--- src/rtl/display_pkg.sv ---
// Shared types and constants for the display scan controller: scan states,
// RGB channel layout in memory words and the bit-plane display length helper.
package display_pkg;

    typedef enum logic [2:0] {
        IDLE,
        PREFETCH,
        SHIFT,
        LATCH,
        DISPLAY
    } scan_state_t;

    localparam int R_LSB = 16;
    localparam int G_LSB = 8;
    localparam int B_LSB = 0;
    localparam int CH_W  = 8;

    // Binary-coded modulation: each plane is lit twice as long as the one below it.
    function automatic int plane_ticks(input int base_ticks, input int plane);
        return base_ticks << plane;
    endfunction

endpackage

--- src/rtl/display_scan_controller_bcm_timer.sv ---
// Loadable down-counter shared by the column shift and the plane display phases.
// With DISPLAY_SCAN_BRIGHTNESS_EN it also flags the leading part of a count window.
module bcm_timer #(
    parameter int W = 8
) (
    input  logic         clk,
    input  logic         rst_n,
    input  logic         load,
    input  logic [W-1:0] load_val,
`ifdef DISPLAY_SCAN_BRIGHTNESS_EN
    input  logic [W-1:0] cmp_val,
    output logic         cmp_hit,
`endif
    output logic [W-1:0] count,
    output logic         done
);

    logic [W-1:0] cnt;

    // A load of N yields N counting cycles: N-1 down to 0, done on the last one.
    always_ff @(posedge clk or negedge rst_n) begin
        if (!rst_n) begin
            cnt <= '0;
        end else if (load) begin
            cnt <= load_val - 1'b1;
        end else if (cnt != '0) begin
            cnt <= cnt - 1'b1;
        end
    end

`ifdef DISPLAY_SCAN_BRIGHTNESS_EN
    logic [W-1:0] cmp_level;

    // Elapsed < cmp_val is the same as remaining >= load_val - cmp_val.
    always_ff @(posedge clk or negedge rst_n) begin
        if (!rst_n) begin
            cmp_level <= '0;
        end else if (load) begin
            cmp_level <= load_val - cmp_val;
        end
    end

    assign cmp_hit = (cnt >= cmp_level);
`endif

    assign count = cnt;
    assign done  = (cnt == '0);

endmodule

--- src/rtl/display_scan_controller.sv ---
// HUB75 frame scan sequencer with BCM timing over a double-buffered display memory.
// Optional feature macro: DISPLAY_SCAN_BRIGHTNESS_EN (adds brightness[7:0] input).
module display_scan_controller #(
    parameter int ROWS       = 8,
    parameter int COLUMNS    = 32,
    parameter int BITS       = 8,
    parameter int BASE_TICKS = 1,
    parameter int ROW_W      = $clog2(ROWS),
    parameter int COL_W      = $clog2(COLUMNS)
) (
    input  logic             clk,
    input  logic             rst_n,
    input  logic             enable,
    input  logic             flip_req,
    output logic             flip_ack,
    output logic             flip,
    output logic [ROW_W-1:0] rrow,
    output logic [COL_W-1:0] rcol,
    input  logic [23:0]      rdata,
`ifdef DISPLAY_SCAN_BRIGHTNESS_EN
    input  logic [7:0]       brightness,
`endif
    output logic [2:0]       rgb,
    output logic             sclk,
    output logic             lat,
    output logic             oe_n,
    output logic [ROW_W-1:0] addr
);

    import display_pkg::*;

    localparam int PLANE_W   = (BITS > 1) ? $clog2(BITS) : 1;
    localparam int SHIFT_LEN = 2 * COLUMNS;
    localparam int MAX_TICKS = BASE_TICKS << (BITS - 1);
    localparam int TMR_W     = $clog2(((SHIFT_LEN > MAX_TICKS) ? SHIFT_LEN : MAX_TICKS) + 1);

    scan_state_t        state, state_n;
    logic [ROW_W-1:0]   row, row_n, rrow_n, addr_n;
    logic [PLANE_W-1:0] plane, plane_n;
    logic [COL_W-1:0]   rcol_n, col;
    logic [2:0]         rgb_n;
    logic               sclk_n, lat_n, oe_n_n, flip_n, flip_ack_n;
    logic               flip_pending, pending_n, frame_end;
    logic               tmr_load, tmr_done;
    logic [TMR_W-1:0]   tmr_val, tmr_cnt, plane_len;
    logic [CH_W-1:0]    r_chan, g_chan, b_chan;

    assign r_chan    = rdata[R_LSB +: CH_W];
    assign g_chan    = rdata[G_LSB +: CH_W];
    assign b_chan    = rdata[B_LSB +: CH_W];
    assign plane_len = TMR_W'(plane_ticks(BASE_TICKS, int'(plane)));

    // The shift window counts down from 2*COLUMNS-1, so odd counts are the data cycles.
    assign col = COL_W'(COLUMNS - 1) - COL_W'(tmr_cnt >> 1);

`ifdef DISPLAY_SCAN_BRIGHTNESS_EN
    localparam int PROD_W = TMR_W + 9;

    logic [PROD_W-1:0] bright_prod;
    logic [TMR_W-1:0]  bright_thr;
    logic              tmr_hit;

    assign bright_prod = PROD_W'(plane_len) * (PROD_W'(brightness) + PROD_W'(1));
    assign bright_thr  = TMR_W'(bright_prod >> 8);
`endif

    bcm_timer #(
        .W(TMR_W)
    ) u_timer (
        .clk      (clk),
        .rst_n    (rst_n),
        .load     (tmr_load),
        .load_val (tmr_val),
`ifdef DISPLAY_SCAN_BRIGHTNESS_EN
        .cmp_val  (bright_thr),
        .cmp_hit  (tmr_hit),
`endif
        .count    (tmr_cnt),
        .done     (tmr_done)
    );

    always_comb begin
        state_n    = state;
        row_n      = row;
        plane_n    = plane;
        rrow_n     = rrow;
        rcol_n     = rcol;
        rgb_n      = rgb;
        addr_n     = addr;
        sclk_n     = 1'b0;
        lat_n      = 1'b0;
        oe_n_n     = 1'b1;
        flip_n     = flip;
        flip_ack_n = 1'b0;
        pending_n  = flip_pending | flip_req;
        frame_end  = 1'b0;
        tmr_load   = 1'b0;
        tmr_val    = '0;

        unique case (state)
            IDLE: begin
                if (enable) begin
                    state_n = PREFETCH;
                    rrow_n  = row;
                    rcol_n  = '0;
                end
            end

            PREFETCH: begin
                tmr_load = 1'b1;
                tmr_val  = TMR_W'(SHIFT_LEN);
                state_n  = SHIFT;
            end

            // Memory data for column k arrives on the data cycle; the next address goes out with it.
            SHIFT: begin
                if (tmr_cnt[0]) begin
                    rgb_n  = {r_chan[plane], g_chan[plane], b_chan[plane]};
                    rcol_n = (col == COL_W'(COLUMNS - 1)) ? col : col + 1'b1;
                end else begin
                    sclk_n = 1'b1;
                end
                if (tmr_done) begin
                    state_n = LATCH;
                end
            end

            LATCH: begin
                lat_n    = 1'b1;
                addr_n   = row;
                tmr_load = 1'b1;
                tmr_val  = plane_len;
                state_n  = DISPLAY;
            end

            DISPLAY: begin
`ifdef DISPLAY_SCAN_BRIGHTNESS_EN
                oe_n_n = ~tmr_hit;
`else
                oe_n_n = 1'b0;
`endif
                if (tmr_done) begin
                    if (plane == PLANE_W'(BITS - 1)) begin
                        plane_n = '0;
                        if (row == ROW_W'(ROWS - 1)) begin
                            row_n     = '0;
                            frame_end = 1'b1;
                        end else begin
                            row_n = row + 1'b1;
                        end
                    end else begin
                        plane_n = plane + 1'b1;
                    end

                    // Buffers swap only here, so a frame is never shown from two buffers.
                    if (frame_end && pending_n) begin
                        flip_n     = ~flip;
                        flip_ack_n = 1'b1;
                        pending_n  = 1'b0;
                    end

                    if (enable) begin
                        state_n = PREFETCH;
                        rrow_n  = row_n;
                        rcol_n  = '0;
                    end else begin
                        state_n = IDLE;
                    end
                end
            end

            default: begin
                state_n = IDLE;
            end
        endcase
    end

    always_ff @(posedge clk or negedge rst_n) begin
        if (!rst_n) begin
            state        <= IDLE;
            row          <= '0;
            plane        <= '0;
            rrow         <= '0;
            rcol         <= '0;
            rgb          <= '0;
            addr         <= '0;
            sclk         <= 1'b0;
            lat          <= 1'b0;
            oe_n         <= 1'b1;
            flip         <= 1'b0;
            flip_ack     <= 1'b0;
            flip_pending <= 1'b0;
        end else begin
            state        <= state_n;
            row          <= row_n;
            plane        <= plane_n;
            rrow         <= rrow_n;
            rcol         <= rcol_n;
            rgb          <= rgb_n;
            addr         <= addr_n;
            sclk         <= sclk_n;
            lat          <= lat_n;
            oe_n         <= oe_n_n;
            flip         <= flip_n;
            flip_ack     <= flip_ack_n;
            flip_pending <= pending_n;
        end
    end

endmodule

--- config.mk ---
export PLATFORM = sky130hd
export DESIGN_NAME = display_scan_controller
export DESIGN_NICKNAME = d
export VERILOG_FILES = /design/src/rtl/display_pkg.sv /design/src/rtl/display_scan_controller_bcm_timer.sv /design/src/rtl/display_scan_controller.sv
export SDC_FILE = /design/constraint.sdc
export NUM_CORES = 1
export LEC_CHECK = 0
export ABC_CLOCK_PERIOD_IN_PS = 2750
export BUFFER_PORTS_ARGS = -buffer_cell sky130_fd_sc_hd__buf_2
export CORE_MARGIN = 5
export CORE_UTILIZATION = 54
export DETAILED_ROUTE_END_ITERATION = 12
export GPL_TIMING_DRIVEN = 0
export PLACE_DENSITY = 0.8
export SLEW_MARGIN = 20
export SYNTH_ARGS = -nofsm -noshare
export SYNTH_HDL_FRONTEND = slang
export SYNTH_SLANG_ARGS = --single-unit
export TNS_END_PERCENT = 20
--- constraint.sdc ---
create_clock -name clk -period 2.75 [get_ports clk]
set_clock_uncertainty 0.05 [all_clocks]
set_input_delay 0 -clock clk [delete_from_list [all_inputs] [get_ports clk]]
set_output_delay 0 -clock clk [all_outputs]
set_load 0.02 [all_outputs]
Word level (Yosys, flattened, before mapping)
Index checks and enable logic that the tools add are counted.
- bits in registers: 37
- input bits: 28
- output and inout bits: 19
- word-level logic and storage cells: 91
- $add $sub $neg: 6
- order comparisons: 1
- equality and inequality tests: 12
- shift operators: 1
- muxes and demuxes: 41
- bitwise gates (word level): 2
- reductions and logical operators: 14
- operator list (operator ; number):
    3-bit two-way mux ; 9
    5-bit two-way mux ; 4
    1-bit two-way mux ; 19
    8-bit two-way mux ; 2
    8-bit case mux with 2 select lines ; 1
    8-bit by 1-bit subtractor with 8-bit output, second input constant ; 2
    3-bit case mux with 5 select lines ; 1
    5-bit case mux with 3 select lines ; 1
    1-bit binary-select mux with 3-bit select ; 3
    3-bit == test, second input constant ; 3
    3-bit AND reduction ; 3
    8-bit zero test ; 1
    2-bit inequality test, second input constant ; 4
    8-bit nonzero test ; 1
    1-bit by 3-bit << shifter with 8-bit output, first input constant ; 1
    3-bit by 1-bit adder with 3-bit output, second input constant ; 2
    3-bit by 2-bit == test with 1-bit output, second input constant ; 2
    3-bit case mux with 2 select lines ; 1
    5-bit by 1-bit adder with 5-bit output, second input constant ; 1
    5-bit == test, second input constant ; 1
    5-bit subtractor, first input constant ; 1
    3-bit by 4-bit < comparator with 1-bit output, second input constant ; 1
    2-bit AND reduction ; 2
    4-bit AND reduction ; 1
    other kinds (9) ; 10

Depth between registers and ports, before layout
Gate-level depths: netlist (run 1).
- depth in word-level cells: 9
- mapped depth: 10
- mapped depth without buffers: 9

Cells and area by module
From an unflattened synthesis (run 1), not the netlist that was laid out.
- cell total of the unflattened synthesis: 220
- area, all modules: 2307.2 sq um
- modules (own cells, without submodules) (module ; times used ; cells each ; area an instance (sq um) ; sequential area each (sq um)):
    display_scan_controller ; 1 ; 160 ; 1705.4 ; 726.9
    bcm_timer ; 1 ; 60 ; 601.8 ; 200.2

Worst setup path after synthesis (run 1)
OpenSTA, ideal clock, no wires.
- path type: reg-to-reg
- start: register plane[1]
- end: register u_timer.cnt[6], in the netlist u_timer.count[6]
- library setup time: 128 ps
- arrival time: 1864 ps
- required time: 2572 ps
- setup slack: 707 ps
- cell stages (with the launch flop): 11
- buffers on the path: 1
- clock period less this slack: 2043 ps
- cells stage by stage: dfrtp_1 -> clkbuf_1 -> inv_1 -> ha_1 -> a22oi_1 -> ha_1 -> inv_1 -> a211oi_1 -> nand4_1 -> xnor2_1 -> nor2_1
- word-level cells in the longest chain between the ends: 4
- RTL lines (element ; line ; RTL):
    start, declared ; display_scan_controller.sv:39 ; logic [PLANE_W-1:0] plane, plane_n;
    start signal, assigned ; display_scan_controller.sv:196 ; plane <= plane_n;
    1-bit by 3-bit << shifter with 8-bit output ; display_pkg.sv:20 ; return base_ticks << plane;
    8-bit case mux with 2 select lines ; display_scan_controller.sv:100 ; unique case (state)
    8-bit by 1-bit subtractor with 8-bit output ; display_scan_controller_bcm_timer.sv:25 ; cnt <= load_val - 1'b1;
    8-bit two-way mux ; display_scan_controller_bcm_timer.sv:24 ; end else if (load) begin
    end signal, assigned ; display_scan_controller_bcm_timer.sv:25 ;
    end signal, assigned ; display_scan_controller_bcm_timer.sv:27 ; cnt <= cnt - 1'b1;
    end, declared ; display_scan_controller_bcm_timer.sv:18 ; logic [W-1:0] cnt;
No other way between the ends.
A chain may end at the register's enable or synchronous reset.

Final worst setup path (run 1)
Same ends and word-level chain as after synthesis.

==> results of run 1 <==
==> cell usage after synthesis <==
library cell and instances:
nand3b_2 1, and4bb_4 1, a21oi_1 5, o211ai_4 1, nand4_1 1, a21bo_2 1
a22oi_4 2, o21a_1 1, mux2i_1 1, nand2b_1 5, nor3_1 5, buf_6 1
dfrtp_1 36, nand3b_1 2, a22oi_2 1, nand2_1 18, clkbuf_1 1, o21ai_0 6
a211oi_1 1, and2b_1 1, a22oi_1 2, nor2_2 1, o21ai_1 2, and3_1 2
nor2_1 22, and4b_1 2, mux2_2 12, xnor2_1 8, nand3_2 1, o211ai_1 2
a22o_1 3, nand3_1 2, dfstp_2 1, nor2b_1 1, mux4_2 6, a31oi_1 3
a21oi_2 1, ha_1 10, and2_1 2, buf_4 2, inv_1 8, nor3_2 2
buf_2 4, mux2_1 1
==> cell type report <==
type | instances | area (sq um)
fill | 304 | 1200
multi-input combinational | 138 | 1100
sequential | 37 | 927
timing repair buffer | 48 | 250
clock buffer | 7 | 96.3
tap | 48 | 60.1
buffer | 8 | 50.0
inverter | 8 | 30.0
clock inverter | 1 | 5.00
==> worst reg2reg max path, cell delays in order, from the launching register on <==
cell and delay (ns):
dfrtp_1 0.37, clkbuf_1 0.31, inv_1 0.13, ha_1 0.27, a22oi_1 0.22, ha_1 0.19, inv_1 0.06, a211oi_1 0.22
nand4_1 0.16, xnor2_1 0.15, nor2_1 0.05
==> sequential cells by signal, indices dropped and copies added (netlist names) <==
signal	count
lat	1
row	3
flip	1
state	3
addr	3
flip_ack	1
rgb	3
rcol	5
rrow	3
flip_pending	1
sclk	1
oe_n	1
u_timer.count	8
plane	3
==> repair_timing <==
action                                 in CTS  in global routing
setup endpoints to repair                   0                  0
gates resized for setup                     0                  0
endpoints found under the hold margin      37                  0
hold buffers                                2                  0
==> where the power goes <==
part           internal (mW)  switching [mW]  leakage [nW]
Combinational         0.0238          0.0214         0.793
Clock                  0.226           0.187        0.0542
Sequential             0.546         0.00128         0.461
==> cell families after synthesis <==
group | synth area share (%)
fa+ha+maj | 5.95
xor+xnor | 3.33
mux | 13.9
compound gates | 11.9
flops | 44.1
buf+inv | 3.80
simple gates | 17.1
==> per-layer routing <==
layer / GRT usage [%] / vias up / share of wire, %
met1: 20.7 / 743 / 42
met3: 4.16 / 7 / 6.4
met2: 29.4 / 53 / 50
met5: 0 / - / 0
li1: - / 784 / -
met4: 8.20 / 0 / 1.9
==> worst max path at each step <==
stage,end,depth (start not counted),slack (ns)
global route,u_timer.count[6],10,0.25
detailed placement,u_timer.count[6],10,0.43
CTS,u_timer.count[6],10,0.42
global placement,u_timer.count[6],10,0.50
floorplan,u_timer.count[6],10,0.71
finish,u_timer.count[6],10,0.45
==> cell usage in the layout, fill, tap and decap left out, types with 5 or more instances in the layout <==
master	netlist	final
a21oi_1	5	5
inv_1	8	8
mux4_2	6	6
ha_1	10	10
nor2_1	22	22
nand2_1	18	18
buf_2	4	50
nand2b_1	5	5
nor3_1	5	5
mux2_2	12	12
dfrtp_1	36	36
o21ai_0	6	6
xnor2_1	8	8
clkbuf_8	0	7
==> per-stage QoR <==
stage | instances | utilization [%] | hold slack, ns | worst slack [ns] | area (sq um)
after floorplan | 191 | - | -0.346 | 0.707 | 2100
after global placement | 285 | 64.4 | 0.0885 | 0.497 | 2390
after detailed placement | 285 | 64.4 | 0.0868 | 0.426 | 2390
after CTS | 295 | 67.7 | 0.0795 | 0.420 | 2520
after global routing | 295 | 67.7 | 0.147 | 0.250 | 2520
final | 295 | 67.7 | 0.0847 | 0.448 | 2520
==> metrics.txt, run 1 <==
status completed; synth warn 0; CTS Buffer Depth 2; clock tree sinks 37; gr usage total 17.3%; Crit path max-delay family buffers and inverters; Lkg Pwr 1.31 nW; Core ar. 0.00372 sq mm; sequential-to-total area share from yosys stat 44.1%; WS Path Type reg2reg; Yosys top cell by area dfrtp_1; Worst VDD drop 0.256 mV; Synth area leaders dfrtp_1, mux2_2, mux4_2; PortBufs 46; Hold Path Cell Cnt 5; CP Data Arrival Time 2.42 ns; slowest library cell on the worst path dfrtp_1; Final period util 83.7%; critical path's largest stage delay 0.37 ns; max-cap viol count 0; worst r2r src plane[1]; maximum number of pins on one net before global-route repair 38; die outline height 72.4 um; clock slew at reported path FFs 0.07 ns; via count 1587; Critical Path RT 2.87 ns; Worst-Skew Late Latency 0.29 ns; synthesized cell area 0.00210 sq mm; RR Endpoint u_timer.count[6]; fin crit period 2.30 ns; reg2reg setup slack 0.45 ns; Syn Inst Count 191; number of remaining DRC errors 0; Num CTS Buffers 5; vias in the first global route 1628; Post-CTS Setup Bufs 0; post-detailed-route count of antenna-violating nets 0; min-delay worst type in2reg; row cnt 22; worst reg-to-reg path cell count 10; Die ar. 0.00525 sq mm; Overall Power 1.01 mW; synthesis-stage register bit count 37; Initial Util 56.6%; Setup violations, final 0; RSZ-0062 raised after global routing no; synthesized net count 229; DP HPWL 3250 um; Avg WL per Cell 13.9 um; layout cells sized above 1 37.2%; Worst Path Buf+Inv 3; worst slew pin tran 0.807 ns; Nets 284; clock root buffer clkbuf_8; synth unique cells 44; worst hold start enable; Boundary Pins 47; Min-Delay Endpoint state[0]; final hold vios 0; CTS tree built; Worst Setup Start Kind flip-flop; Max H-tree Level 2; number of vias per cell 5.38; fin. max-slew vios 0; crit end category flip-flop; gpl congestion 0.858; first-pass GRT wire length 7080 um; Slew headroom 46.2%; P per Cell Area 400 mW/mm^2; antenna violations before repair 0; area fraction of the dominant cell type after synthesis 42.8%; DRT Wirelength 4110 um; Setup Total Neg Slack 0 ns; Pre-antenna DRT Iters 4; crit path max fanout 7; Mapped Avg Cell Area 11.0 sq um; fmax 434 MHz; area delta synth->final 19.6%; Antenna diodes 0; Initial DRC Count 88; Die W 72.4 um; CP cell instances clkbuf_1, inv_1, ha_1, a22oi_1, ha_1, inv_1, a211oi_1, nand4_1, xnor2_1, nor2_1; grt total ovfl 0; Worst setup startpoint plane[1]
(Power assumes the default switching activity.)
==> run 2, diff against run 1 <==
ABC_AREA = 1   (was unset)
ABC_CLOCK_PERIOD_IN_PS = 2100   (was 2750)
CORE_UTILIZATION = 49   (was 54)
PLACE_DENSITY = 0.76   (was 0.8)
clock period = 2.1 ns   (was 2.75 ns; I/O delays follow)
==> run 2 against run 1 <==
  * Count of clock-buffer cells in the layout is the same
  * Non-clock buffer count grew 3
  * Register-to-register slack lost 0.26 ns
  * Highest routed layer unchanged
==> metrics.txt, run 2 <==
top-count cell post-synth nand2_1; share of flip-flops with an asynchronous set or reset after synthesis 100% (unchanged); Worst VDD drop 0.522 mV (+100%); Syn Inst Count 293 (+53%); DP HPWL 3660 um (+12%); fin. max-slew vios 0 (unchanged); Die W 76.6 um (+5.8%); sw power 1.54 mW (+630%); Worst-Skew Late Latency 0.29 ns (about the same); number of remaining DRC errors 0 (unchanged); Switching Fraction 43.9% (+23 points); most frequent cells in the layout nand2_1, buf_2, nor2_1; vias in the first global route 1942 (+19%); met1 Use GR 21.3% (+0.62 points); Synth area leaders dfrtp_1, nand2_1, o21ai_0; Die ar. 0.00587 sq mm (+12%); status completed; synthesis-stage register bit count 37 (unchanged); Avg WL per Cell 12.4 um (-11%); synth warn 0 (unchanged); max reg flops 8 (unchanged); Antenna diodes 0 (unchanged); Initial DRC Count 154 (+75%); Initial Util 50.3% (-6.3 points); via count 2033 (+28%); crit end category flip-flop; layout cells sized above 1 24.6% (-13 points); grt total ovfl 0 (unchanged); Boundary Pins 47 (unchanged); synthesized cell area 0.00218 sq mm (+3.4%); met2 GRT Util 29.4% (-0.057 points); clock slew at reported path FFs 0.07 ns (about the same); CTS Buffer Depth 2 (unchanged); DRT Wirelength 5010 um (+22%); top post-synthesis cells by count nand2_1, nor2_1, o21ai_0, dfrtp_1, inv_1; sequential-to-total area share from yosys stat 42.6% (-1.4 points); Setup WS pre-CTS -0.285 ns (-0.712 ns); Yosys top cell by area dfrtp_1; maximum number of pins on one net before global-route repair 38 (unchanged); fin crit period 1.92 ns (-0.387 ns); fmax 522 MHz (+20%); area delta synth->final 22.0%; Final period util 91.2% (+7.5 points); Slew headroom 45.5% (-0.68 points); max-cap viol count 0 (unchanged); busiest grt layer met2; Lkg Pwr 1.41 nW (+7.8%); P_int 1.97 mW (+150%); die outline height 76.6 um (+5.8%); WS Path Type reg2reg; RSZ-0062 raised after global routing no; worst slew pin tran 0.818 ns (+0.0102 ns); hold slack 0.0241 ns (-0.0607 ns); row cnt 24 (+9.1%); CP Data Arrival Time 2.08 ns (-0.34 ns); Num CTS Buffers 5 (unchanged); Critical Path RT 2.27 ns (-0.60 ns); final instance area 0.00266 sq mm (+5.5%); CTS tree built; Seq pwr share 31.5% (-23 points); Core ar. 0.00432 sq mm (+16%); antenna violations before repair 0 (unchanged); synthesized net count 331 (+45%); Max H-tree Level 2 (unchanged); Worst Setup Start Kind flip-flop; Post-Place Cell Area 0.00247 sq mm (+3.2%); Pre-antenna DRT Iters 5 (+1); final hold vios 0 (unchanged); number of vias per cell 5.02 (-6.7%); first-pass GRT wire length 8430 um (+19%); number of synthesized flops with an enable pin 0 (unchanged); utilization after layout 61.4% (-6.3 points); Setup violations, final 0 (unchanged); clock root buffer clkbuf_8; Nets 390 (+37%); clock share of power 18.2% (-23 points); post-detailed-route count of antenna-violating nets 0 (unchanged); crit path max fanout 10 (+3); Main synth FF type dfrtp_1; commonest non-fill, non-tap cell in the layout nand2_1; gpl congestion 0.836 (-2.6%); Overall Power 3.51 mW (+250%); PortBufs 46 (unchanged); clock tree sinks 37 (unchanged); gr usage total 17.5% (+0.19 points); Mapped Avg Cell Area 7.43 sq um (-33%); area fraction of the dominant cell type after synthesis 41.4% (-1.4 points); min-delay worst type in2reg; grt met3 use 4.61% (+0.45 points); setup slack after layout 0.185 ns (-0.263 ns); combinational share of power 50.3% (+46 points); P per Cell Area 1320 mW/mm^2 (+230%); synth unique cells 30 (-32%)
-- run 2: cell count changes after synthesis, sizes merged, moves of 5 or more --
cell,previous run,this run
nand2b,5,0
o21ai,8,48
nor3,7,2
a22oi,5,0
nor2,23,56
nand2,18,66
xnor2,8,1
mux4,6,0
mux2,13,0
inv,8,36
-- run 2: per-layer routing --
metal  share of wire [%]  routed length, um
met1                  44               2210
met2                  46               2310
met3                 7.1                357
met4                 2.5                124
met5                   0                  0
-- run 2: final cells by class --
cell class | count | area (sq um)
Multi-Input combinational cell | 213 | 1080
Fill cell | 416 | 1670
Timing Repair Buffer | 53 | 288
Tap cell | 52 | 65.1
Sequential cell | 37 | 928
Inverter | 36 | 141
Clock inverter | 1 | 30.0
Clock buffer | 7 | 86.3
Buffer | 6 | 37.5
-- run 2: metrics by stage --
| step | setup TNS, ns | std cells |
|---|---|---|
| after floorplan | 0 | 293 |
| after global placement | -0.692 | 391 |
| after detailed placement | -0.888 | 391 |
| after CTS | 0 | 401 |
| after global routing | 0 | 405 |
| final | 0 | 405 |
-- run 2: worst max-delay path: stages, from the launching register on --
cell,delay (ns)
dfrtp_1,0.38
buf_4,0.17
inv_4,0.08
ha_1,0.16
inv_1,0.04
nor2_1,0.09
nand2_1,0.07
o21ai_2,0.11
inv_2,0.08
ha_1,0.20
or2_2,0.29
a21oi_1,0.12
-- run 2: logic make-up (layout without fill, tap and decap cells) --
group | after synthesis | count (layout) | share of synthesized area, %
AOI/OAI and AO/OA | 62 | 62 | 15.1
xor gates and xnor gates | 5 | 5 | 2.01
adders and majority gates | 10 | 10 | 5.75
buffers and inverters | 43 | 103 | 7.94
DFF | 37 | 37 | 42.6
and+or+nand+nor | 136 | 136 | 26.6
-- run 2: final timing paths --
check                           slack (ns)              from                to  depth (start not counted)
worst max-delay path                  0.18          plane[1]  u_timer.count[2]                         11
worst min-delay path                  0.02            enable          state[0]                          3
worst max register to register        0.18          plane[1]  u_timer.count[2]                         11
worst min register to register        0.39  u_timer.count[0]              sclk                          1
max in group asynchronous             1.14             rst_n          plane[0]                          2
min in group asynchronous             0.30             rst_n            rgb[1]                          2
-- run 2: power groups by stage --
stage / logic (mW) / clock network, mW / registers [mW]
CTS: 1.71 / 0.645 / 1.11
global route: 2.01 / 0.666 / 1.14
global placement: 1.64 / 0 / 1.10
floorplan: 1.14 / 0 / 1.23
detailed placement: 1.68 / 0 / 1.12
finish: 1.76 / 0.638 / 1.11
-- run 2: timing repair --
item,CTS,global route
hold buffers,2,0
endpoints found under the setup margin,5,5
pin swaps,0,0
gates resized for setup,3,7
buffers inserted,1,4
hold endpoints to repair,37,0
==> run 3, diff against run 2 <==
CORE_MARGIN = unset   (was 5)
==> run 3 against run 2 <==
  * First-iteration DRC count shrank 44%
  * Non-clock buffer count shrank 4
  * Worst hold slack gained 0.013 ns
  * Clock power shrank 21%
  * Cell count shrank 1.5%
  * Critical path type unchanged
  * Maximum frequency shrank 2.7%
  * Sequential power is essentially flat
  * Sequential share of layout area grew 0.86 points
  * Critical endpoint unchanged
  * Cell area shrank 2.4%
==> metrics.txt, run 3 (same netlist as run 2, synthesis figures left out) <==
status completed; gr usage total 21.9% (+4.4 points); max reg flops 8 (unchanged); layout cells sized above 1 23.2% (-1.4 points); Nets 386 (-1.0%); RSZ-0062 raised after global routing no; clock slew at reported path FFs 0.07 ns (about the same); crit end category flip-flop; commonest non-fill, non-tap cell in the layout nand2_1; met1 Use GR 27.0% (+5.8 points); Crit path max-delay family simple AND/OR/NAND/NOR gates; clock tree sinks 37 (unchanged); Worst Setup Start Kind flip-flop; Boundary Pins 47 (unchanged); met2 GRT Util 36.8% (+7.4 points); Overall Power 3.29 mW (-6.1%); worst reg-to-reg path cell count 11 (unchanged); worst hold start enable; row cnt 23 (-4.2%); WS Path Type reg2reg; slowest library cell on the worst path dfrtp_1; fmax 508 MHz (-2.7%); Seq pwr share 33.5% (+2.0 points); CTS tree built; most frequent cells in the layout nand2_1, buf_2, nor2_1; Lkg Pwr 1.37 nW (-2.5%); max-cap viol count 0 (unchanged); critical path depth in cells 11 (unchanged); Min-Delay Endpoint state[0]; hold slack 0.0366 ns (+0.0126 ns); antenna violations before repair 0 (unchanged); P_int 1.82 mW (-7.5%); area occupied by multi-input gates 0.00108 sq mm (-0.23%); via count 1957 (-3.7%); Initial Util 52.5% (+2.2 points); Slew headroom 46.7% (+1.2 points); RR Endpoint u_timer.count[2]; Pre-antenna DRT Iters 4 (-1); Storage cell area 928 sq um (unchanged); Final period util 93.8% (+2.6 points); reg2reg setup slack 0.13 ns (-0.05 ns); gpl congestion 0.871 (+4.1%); Avg WL per Cell 11.3 um (-8.8%); Core ar. 0.00414 sq mm (-4.2%); combinational share of power 51.3% (+1.0 points); crit path max fanout 10 (unchanged); DP HPWL 3410 um (-6.8%); busiest grt layer met2; Switching Fraction 44.8% (+0.82 points); setup slack after layout 0.131 ns (-0.0537 ns); critical path's largest stage delay 0.41 ns (+0.03 ns); vias in the first global route 1737 (-11%); Post-Place Cell Area 0.00247 sq mm (-0.10%); Worst Path Buf+Inv 4 (unchanged); clock root buffer clkbuf_8; Initial DRC Count 86 (-44%); worst slew pin tran 0.800 ns (-0.0175 ns); min-delay worst type in2reg; die outline height 68.6 um (-10%); fin crit period 1.97 ns (+0.0537 ns); clock share of power 15.2% (-3.0 points); Max H-tree Level 2 (unchanged); final instance area 0.00259 sq mm (-2.4%); Num CTS Buffers 5 (unchanged); Antenna diodes 0 (unchanged); CP cell instances clkbuf_4, inv_2, ha_1, inv_1, nor2_1, nand2_1, o21ai_2, inv_2, ha_1, or2_2, a21oi_1; fin. max-slew vios 0 (unchanged); # fillers 398 (-4.3%); Critical Path RT 2.26 ns (about the same); sw power 1.47 mW (-4.4%); Die ar. 0.00471 sq mm (-20%); area delta synth->final 19.1%; final hold vios 0 (unchanged); worst r2r src plane[1]; P per Cell Area 1270 mW/mm^2 (-3.8%); Worst VDD drop 0.527 mV (+1.0%); number of remaining DRC errors 0 (unchanged); post-detailed-route count of antenna-violating nets 0 (unchanged); Setup WS pre-CTS -0.274 ns (+0.0107 ns); DRT Wirelength 4500 um (-10%); grt met3 use 5.43% (+0.82 points); PortBufs 46 (unchanged); Hold Path Cell Cnt 3 (unchanged); grt total ovfl 0 (unchanged); Die W 68.6 um (-10%); number of vias per cell 4.90 (-2.3%); maximum number of pins on one net before global-route repair 38 (unchanged); Worst-Skew Late Latency 0.29 ns (about the same); CP Data Arrival Time 2.13 ns (+0.05 ns); first-pass GRT wire length 7480 um (-11%); Setup violations, final 0 (unchanged); CTS Buffer Depth 2 (unchanged)
run 3: cell types whose count changed in the layout (fill, tap and decap cells not counted):
cell       delta
buf_4         -5
bufinv_16     -1
clkbuf_1      +1
clkbuf_4      +1
inv_2         +1
inv_4         -1
nand2_1       +1
nand2_2       -1
run 3: worst min-delay path, cell delays in order:
cell and delay (ns):
buf_2 0.13, a21oi_1 0.15, nor3_1 0.06
run 3: cell type report:
class / count / area share [%]
multi-input cells: 213 / 41.5
flip-flops and latches: 37 / 35.8
inverters: 36 / 5.36
plain buffers: 6 / 1.45
clock buffers: 8 / 3.48
repair buffers: 49 / 9.95
well taps: 50 / 2.41
run 3: timing repair:
item                                    CTS  global route
resized for setup                         2             5
endpoints found under the setup margin    5             3
buffers inserted                          1             0
hold endpoints to repair                 37             0
hold buffers                              2             0
run 3: worst max path at each step:
stage	from	endpoint	slack, ns
3_3_place_gp	plane[0]	u_timer.count[6]	-0.22
3_5_place_dp	plane[0]	u_timer.count[6]	-0.27
4_1_cts	plane[1]	u_timer.count[6]	0.03
6_report	plane[1]	u_timer.count[2]	0.13
5_1_grt	plane[1]	u_timer.count[6]	0.007
2_1_floorplan	plane[0]	u_timer.count[2]	0.05
run 3: layer usage:
layer	up-vias	share of wire, %
li1	1044	-
met1	864	48
met2	44	47
met3	5	3.7
met4	0	1.4
met5	-	0
run 3: through the flow:
| stage | utilization (%) | instances | setup TNS [ns] |
|---|---|---|---|
| floorplan | - | 293 | 0 |
| global placement | 59.6 | 389 | -0.640 |
| detailed placement | 59.6 | 389 | -0.817 |
| CTS | 62.4 | 399 | 0 |
| global route | 62.5 | 399 | 0 |
| finish | 62.5 | 399 | 0 |
run 3: power by group through the flow:
stage / Sequential (mW) / Clock [mW] / Combinational [mW]
6_report: 1.10 / 0.501 / 1.69
5_1_grt: 1.13 / 0.547 / 1.95
4_1_cts: 1.10 / 0.514 / 1.70
3_5_place_dp: 1.11 / 0 / 1.68
3_3_place_gp: 1.10 / 0 / 1.65
2_1_floorplan: 1.23 / 0 / 1.14
